==> config.mk <==
export PLATFORM = sky130hd
export DESIGN_NAME = mult_ctrl
export DESIGN_NICKNAME = d
export VERILOG_FILES = /design/src/rtl/mult_ctrl.sv
export SDC_FILE = /design/constraint.sdc
export NUM_CORES = 1
export LEC_CHECK = 0
export CAP_MARGIN = 40
export CORE_AREA = 10 10 47 49
export DETAILED_ROUTE_END_ITERATION = 16
export DIE_AREA = 0 0 57 59
export PLACE_DENSITY = 0.56
export SETUP_SLACK_MARGIN = 0.2
export SLEW_MARGIN = 20
export SYNTH_ARGS = -nofsm -noshare
export SYNTH_HDL_FRONTEND = slang
export SYNTH_SLANG_ARGS = --single-unit
==> constraint.sdc <==
create_clock -name Clk -period 1.9 [get_ports Clk]
set_input_delay 0.38 -clock Clk [delete_from_list [all_inputs] [get_ports Clk]]
set_output_delay 0.38 -clock Clk [all_outputs]
set_load 0.01 [all_outputs]
==> src/rtl/mult_ctrl.sv <==
// Shift-add multiplier control FSM driving ACC Load/Ad/Sh strobes.
// Define MULT_DONE_HOLD_EN to hold Done until St and allow restart from DONE.
module mult_ctrl #(
  parameter int N = 4
) (
  input  logic Clk,
  input  logic Rst,
  input  logic St,
  input  logic M,
  output logic Load,
  output logic Ad,
  output logic Sh,
  output logic Busy,
  output logic Done
);

  localparam int CW = $clog2(N + 1);

  typedef enum logic [1:0] {
    IDLE,
    ADD,
    SHIFT,
    DONE
  } state_t;

  state_t        state;
  state_t        state_nxt;
  logic [CW-1:0] cnt;
  logic [CW-1:0] cnt_nxt;
  logic          last;

  // The shift being issued this cycle is the Nth one.
  assign last = (cnt == CW'(N - 1));

  always_ff @(posedge Clk) begin
    if (Rst) begin
      state <= IDLE;
      cnt   <= '0;
    end else begin
      state <= state_nxt;
      cnt   <= cnt_nxt;
    end
  end

  always_comb begin
    state_nxt = state;
    cnt_nxt   = cnt;
    Load      = 1'b0;
    Ad        = 1'b0;
    Sh        = 1'b0;
    Busy      = 1'b0;
    Done      = 1'b0;
    unique case (state)
      IDLE: begin
        if (St) begin
          Load      = 1'b1;
          cnt_nxt   = '0;
          state_nxt = ADD;
        end
      end
      ADD: begin
        Busy = 1'b1;
        if (M) begin
          Ad        = 1'b1;
          state_nxt = SHIFT;
        end else begin
          Sh        = 1'b1;
          cnt_nxt   = cnt + CW'(1);
          state_nxt = last ? DONE : ADD;
        end
      end
      SHIFT: begin
        Busy      = 1'b1;
        Sh        = 1'b1;
        cnt_nxt   = cnt + CW'(1);
        state_nxt = last ? DONE : ADD;
      end
      DONE: begin
        Done = 1'b1;
`ifdef MULT_DONE_HOLD_EN
        if (St) begin
          Load      = 1'b1;
          cnt_nxt   = '0;
          state_nxt = ADD;
        end
`else
        state_nxt = IDLE;
`endif
      end
      default: state_nxt = IDLE;
    endcase
    // Reset silences every strobe in the cycle it is asserted.
    if (Rst) begin
      Load = 1'b0;
      Ad   = 1'b0;
      Sh   = 1'b0;
      Busy = 1'b0;
      Done = 1'b0;
    end
  end

endmodule

# Word-level counts from Yosys, hierarchy flattened
# Cells that the tools add are included.
# classes
n_addsub,1
n_eq_ne,6
muxes,20
reduce_logical,4
# ops
op,count
2-to-1 mux 1 bit,12
one-hot mux 3 bit (3 select lines),1
one-hot mux 2 bit (4 select lines),1
2-to-1 mux 2 bit,3
2-to-1 mux 3 bit,2
"== test 2 bit, second input constant",2
"!= test 2 bit, second input constant",2
"adder 3 x 1 -> 3 bit, second input constant",1
"== test 3 x 2 -> 1 bit, second input constant",1
AND reduction 3 bit,1
nonzero test 3 bit,1
"== test 2 x 1 -> 1 bit, second input constant",1
zero test 2 bit,1
one-hot mux 1 bit (2 select lines),1
OR reduction 2 bit,1
# totals
reg_bits,5
inputBits,4
output_inout_bits,5
wordCells,33

# Longest topological paths before layout
# Gate-level depths: netlist of the first run.
# depth
ltp_word,4
depth_mapped,6
mapped_depth_nobuf,5

# Worst setup path after synthesis of the first run
# No wires, ideal clock.
# synth_path
path_kind,flip-flop to output port
startpoint,register state[0]
endpoint,output port Sh
arrival_time_ns,1.219
required_time_ns,1.520
slack_ns,0.301
path_stages_with_launch,5
n_path_buf,0
cell_sequence,dfxtp_1 > inv_1 > ha_1 > nor2b_1 > nor2b_1
# synth_via
elab_chain_cells,3
elab_cells_between_ends,4
classes_between,2 x eq/ne; 2 x mux
# synth_rtl
element,line_no,rtl
from (decl),26,state_t state;
from (signal assigned),40,state <= state_nxt;
== test 2 bit / == test 2 x 1 -> 1 bit (equally long branches),53,unique case (state)
one-hot mux 1 bit (2 select lines) *,53,
2-to-1 mux 1 bit *,93,if (Rst) begin
to (decl),12,"output logic Sh,"
# Every way passes the cells marked *; elsewhere a longest branch is shown, timed or not.

# Final worst setup path of the first run
# layout_path
startpoint,register state[1]
endpoint,output port Sh
# Same word-level chain as after synthesis.

==> results of run 1 <==
-- what timing repair did --
item	in CTS	in global routing
pin swaps	2	3
setup buffers	0	2
hold buffers	0	0
gates resized for setup	27	5
setup endpoints to repair	5	4
-- cell type report --
type	instances	area, um^2
repair buffers	22	173
inverters	6	22.5
flip-flops and latches	5	103
well taps	16	20.0
fillers	147	779
multi-input cells	28	278
clock buffers	4	26.3
-- per-layer routing --
layer  GRT usage, %  vias to the layer above
li1               -                      199
met1           6.90                      184
met2           11.3                        7
met3           3.65                        4
met4           3.36                        0
met5              0                        -
-- power by group through the flow --
stage | logic, uW | registers (uW) | clock network, uW
2_1_floorplan | 239 | 165 | 0
3_3_place_gp | 476 | 163 | 0
3_5_place_dp | 474 | 162 | 0
4_1_cts | 527 | 167 | 131
5_1_grt | 670 | 173 | 140
6_report | 606 | 170 | 126
-- layout by cell type, fill, tap and decap left out, types with 3 or more instances in the layout --
cell type  netlist  layout
buf_4            0      13
clkbuf_4         0       3
dfxtp_1          5       3
ha_1             6       3
inv_1            6       3
inv_2            0       3
o311ai_1         3       3
o41ai_1          3       3
-- through the flow --
| step | cells | hold slack, ns | setup slack, ns |
|---|---|---|---|
| 2_1_floorplan | 40 | 0.452 | 0.301 |
| 3_3_place_gp | 75 | 0.470 | -0.165 |
| 3_5_place_dp | 75 | 0.481 | -0.169 |
| 4_1_cts | 79 | 0.493 | 0.189 |
| 5_1_grt | 81 | 0.525 | 0.165 |
| 6_report | 81 | 0.491 | 0.233 |
-- worst paths after layout --
check                              start  endpoint  slack, ns  cells past startpoint
worst max-delay path            state[1]        Sh       0.23                      5
worst min-delay path              cnt[2]    cnt[2]       0.49                      2
worst max register to register  state[1]    cnt[1]       0.42                      7
worst min register to register    cnt[2]    cnt[2]       0.49                      2
-- state kept, by name (all words and copies together) (netlist names) --
signal	flops
state	2
cnt	3
-- cells by family (layout without fill, tap and decap cells) --
| kind of cell | after synthesis | in the layout |
|---|---|---|
| adder cells (fa/ha/maj) | 6 | 6 |
| flip-flops | 5 | 5 |
| buffers and inverters | 7 | 32 |
| AO/OA/AOI/OAI | 11 | 11 |
| AND/OR/NAND/NOR | 11 | 11 |
-- worst max-delay path: stages, from the launching register on --
cell	delay, ns
dfxtp_2	0.34
inv_2	0.06
ha_4	0.26
nor2b_4	0.13
nor2b_1	0.12
buf_2	0.13
==> out/qor.yml, run 1 <==
synth_area_per_cell_um2: 9.29
ys_warn_count: 0
max-slew-margin-rel_pct: 82.3
synthXorXnorAreaFrac_pct: 0
p_switching_uw: 328
finalCritPeriodShare_pct: 87.7
drv_slew: 0
arrival_ns: 1.29
num_rows: 14
dp_hpwl_um: 763
initial_utilization_pct: 26.5
wl_met1_um: 436
synth_edf_count: 0
fin_util_pct: 44.4
cts-root-buf: "clkbuf_4"
finalHoldViolations: 0
p_per_area_mw_per_mm2: 1450
clock_latency_ns: 0.24
synthTopCellsByCount: "ha_1, inv_1, dfxtp_1"
crit_required_ns: 1.52
crit_type: "register to output port"
synth_top_area_share_pct: 26.9
stdcell_area_um2: 622
synthFlopType: "dfxtp_1"
intPower_uw: 573
die-area_mm2: 0.00336
grt_usage_pct: 6.83
via_per_inst: 4.86
drc: 0
grt_pass1_wl_um: 1810
syn_inst: 40
antenna_found_initial: 0
seqPwrFrac_pct: 18.8
maxCapViolations: 0
wl_um: 1040
synthesis.nets: 50
drt_iter0_markers: 3
synthDistinctLibCells: 19
fp.dieW_um: 57
synth_compound_area_share_pct: 23.9
status: "finished clean"
crit_path_end_kind: "output port"
synth.area.mux_share_pct: 0
core_region_area_mm2: 0.00140
wl_met3_um: 61
wl_met2_um: 514
diodes: 0
clk_pin_slew_worst_paths_ns: 0.05
highest_layer: "met4"
h-tree-depth: 1
cp-start-kind: "register"
rsz0062_at_grt: "true"
grt_overflow_total: 0
synthArstFlopShare_pct: 0
min_period_ns: 1.67
yosysSeqAreaShare_pct: 26.9
synth_top_family_by_area: "compound AO/OA/AOI/OAI gates"
grt_max_degree: 8
p_leak_uw: 0.000311
switching_share_pct: 36.4
cts_buffers: 3
placed_area_um2: 551
power_uw: 902
synthAdderAreaFrac_pct: 20.2
irDropWorstVdd_mv: 0.526
final_nets: 76
clockBufferDepth: 2
synth_area_um2: 372
vias: 394
worstMarginPinSlew_ns: 0.262
worstPathMaxFanout: 2
setup_viol: 0
clock-sinks: 5
pwr-share-clk_pct: 14.0
routabilityCongestion: 0.732
synth_simple_gate_area_share_pct: 19.9
yosysTopAreaCell: "dfxtp_1"
ys_ff_latch: 5
drive_above_1_share_pct: 50.8
hold_class: "register to register"
max_freq_mhz: 600
dieHeight_um: 59
ant_nets: 0
grt_pass1_vias: 396
clock_skew_ns: 0.00765
pin_count: 9
first_pass_iters: 2
wire_per_inst_um: 12.8
finalSetupTns_ns: 0
synth_area_leaders: "dfxtp_1, ha_1, o311ai_1, o41ai_1, inv_1"
combPwrFrac_pct: 67.2
portBuffers: 8
cts_tree: "done"
syn_to_final_growth_pct: 67.3
No activity file was read; power rests on OpenSTA's default activity.
==> run 2: changes to the inputs <==
--- a/config.mk
+++ b/config.mk
@@ -9,7 +9,7 @@
 export CORE_AREA = 10 10 47 49
 export DETAILED_ROUTE_END_ITERATION = 16
 export DIE_AREA = 0 0 57 59
-export PLACE_DENSITY = 0.56
+export PLACE_DENSITY = 0.58
 export SETUP_SLACK_MARGIN = 0.2
 export SLEW_MARGIN = 20
 export SYNTH_ARGS = -nofsm -noshare
==> constraint.sdc (replaced) <==
create_clock -name Clk -period 1.4 [get_ports Clk]
set_input_delay 0.28 -clock Clk [delete_from_list [all_inputs] [get_ports Clk]]
set_output_delay 0.28 -clock Clk [all_outputs]
set_load 0.01 [all_outputs]
==> run 2 against run 1 <==
The flow now finishes with violations (setup timing). Cell count unchanged. Sequential power up 61%. Critical path type unchanged. Combinational power up 72%.
==> out/qor.yml, run 2 (synthesis gave the netlist of run 1 again) <==
status: "finished, violations left"  # was finished clean
violations: "setup timing"
grt_max_degree: 8  # unchanged
drt_iter0_markers: 5  # was 3
cts_buffers: 3  # unchanged
antenna_found_initial: 0  # unchanged
finalWorstSetupSlack_ns: -0.153  # was 0.233 ns
clockBufferDepth: 2  # unchanged
min_period_ns: 1.55
ant_nets: 0  # unchanged
dp_slack_ns: -0.551  # was -0.169 ns
syn_to_final_growth_pct: 100  # was 67.3%
drc: 0  # unchanged
clock-sinks: 5  # unchanged
seqPwrFrac_pct: 18.4  # was 18.8%
worstPathMaxFanout: 3  # was 2
grt_pass1_wl_um: 1940  # was 1810 um
finalCritPeriodShare_pct: 111
dp_hpwl_um: 770  # was 763 um
grt_overflow_total: 0  # unchanged
worstMarginPinSlew_ns: 0.243  # was 0.262 ns
diodes: 0  # unchanged
grt_usage_pct: 6.91  # was 6.83%
final_nets: 76  # unchanged
regArea_um2: 108  # was 103 um^2
crit_required_ns: 1.12  # was 1.52 ns
setup_viol: 4  # was 0
crit_path_frequent_cell: "nor2b_4"
p_switching_uw: 567  # was 328 uW
fillers: 143  # was 147
multi_input_area_um2: 365  # was 278 um^2
switching_share_pct: 38.3  # was 36.4%
die-area_mm2: 0.00336  # unchanged
p_leak_uw: 0.000329  # was 0.000311 uW
cp-start-kind: "register"  # unchanged
first_pass_iters: 2  # unchanged
dieHeight_um: 59  # unchanged
rsz0062_at_grt: "true"  # unchanged
reg2regPathDepth: 5  # was 7
pin_count: 9  # unchanged
max_stage_delay_ns: 0.37  # was 0.34 ns
initial_utilization_pct: 26.5  # unchanged
layout_commonest_cell: "buf_4"  # unchanged
irDropWorstVdd_mv: 0.921  # was 0.526 mV
arrival_ns: 1.27  # was 1.29 ns
core_region_area_mm2: 0.00140  # unchanged
clock_skew_ns: 0.00698  # was 0.00765 ns
max-slew-margin-rel_pct: 83.6  # was 82.3%
routabilityCongestion: 0.788  # was 0.732
via_per_inst: 4.81  # was 4.86
fp.dieW_um: 57  # unchanged
pwr-share-clk_pct: 11.5  # was 14.0%
maxCapViolations: 0  # unchanged
clk_pin_slew_worst_paths_ns: 0.04  # was 0.05 ns
crit_type: "register to output port"  # unchanged
crit_slowest_cell: "dfxtp_4"  # was dfxtp_2
final_cell_mix: "buf_4, buf_6"
clock_latency_ns: 0.24  # about the same
power_uw: 1480  # was 902 uW
hold_class: "input port to register"  # was register to register
largest-register: "cnt"  # unchanged
grt_pass1_vias: 424  # was 396
h-tree-depth: 1  # unchanged
finalHoldViolations: 0  # unchanged
portBuffers: 8  # unchanged
crit_chain: "inv_4 > ha_4 > nor2b_4 > nor2b_4 > buf_6"  # was inv_2 > ha_4 > nor2b_4 > nor2b_1 > buf_2
reg2reg_slack_ns: 0.06  # was 0.42 ns
largest_reg_flops: 3  # unchanged
crit_path_end_kind: "output port"  # unchanged
top_regs: "cnt: 3 flops, state: 2 flops"  # unchanged
holdBufCountCts: 0  # unchanged
cts_tree: "done"  # unchanged
vias: 390  # was 394
max_freq_mhz: 644
num_rows: 14  # unchanged
drv_slew: 0  # unchanged
drive_above_1_share_pct: 66.2  # was 50.8%
p_per_area_mw_per_mm2: 1990  # was 1450 mW/mm^2
intPower_uw: 914  # was 573 uW
hold_depth: 2  # unchanged
cts-root-buf: "clkbuf_4"  # unchanged
wl_um: 1030  # was 1040 um
combPwrFrac_pct: 70.1  # was 67.2%
wire_per_inst_um: 12.7  # was 12.8 um
[run 2: cell type report]
type / instances / share of cell area [%]
inverters: 6 / 4.03
flip-flops and latches: 5 / 14.5
multi-input cells: 28 / 49.1
clock buffers: 4 / 3.53
repair buffers: 22 / 26.2
well taps: 16 / 2.69
[run 2: critical path, delay by kind of cell (launching register included)]
family / cells / cell delay (ns)
and+or+nand+nor: 2 / 0.27
DFF: 1 / 0.37
buffers and inverters: 2 / 0.14
adders and majority gates: 1 / 0.25
[run 2: power groups by stage]
| stage | clock network, uW | logic, uW | registers [uW] |
|---|---|---|---|
| 2_1_floorplan | 0 | 417 | 235 |
| 3_3_place_gp | 0 | 701 | 238 |
| 3_5_place_dp | 0 | 721 | 240 |
| 4_1_cts | 173 | 932 | 260 |
| 5_1_grt | 188 | 1140 | 282 |
| 6_report | 170 | 1040 | 273 |
[run 2: through the flow]
| stage | std cells | TNS [ns] | utilization, % | hold WS [ns] | cell area (um^2) |
|---|---|---|---|---|---|
| floorplan | 40 | 0 | - | 0.345 | 405 |
| detailed placement | 73 | -3.13 | 40.6 | 0.474 | 569 |
| finish | 81 | -0.390 | 53.1 | 0.458 | 744 |
| global placement | 73 | -3.06 | 40.6 | 0.464 | 569 |
| CTS | 81 | -0.428 | 48.5 | 0.474 | 679 |
| global route | 81 | -0.582 | 53.1 | 0.499 | 744 |
[run 2: what timing repair did]
action | 4_1_cts | 5_1_grt
setup endpoints to repair | 9 | 10
pin swaps | 6 | 2
resized for setup | 37 | 12
setup buffers | 4 | 0
hold endpoints to repair | 0 | 0
[run 2: routing by layer]
layer	part of all wire [%]	vias to the layer above	GRT usage (%)
met1	47	184	8.17
met5	0	-	0
met4	0	0	2.01
li1	-	198	-
met3	7.3	0	4.08
met2	45	8	10.2
[run 2: worst paths after layout]
kind | to | startpoint
setup / recovery | Sh | state[0]
hold / removal | state[0] | Rst
hold reg to reg | cnt[2] | cnt[2]
setup reg to reg | cnt[0] | state[0]
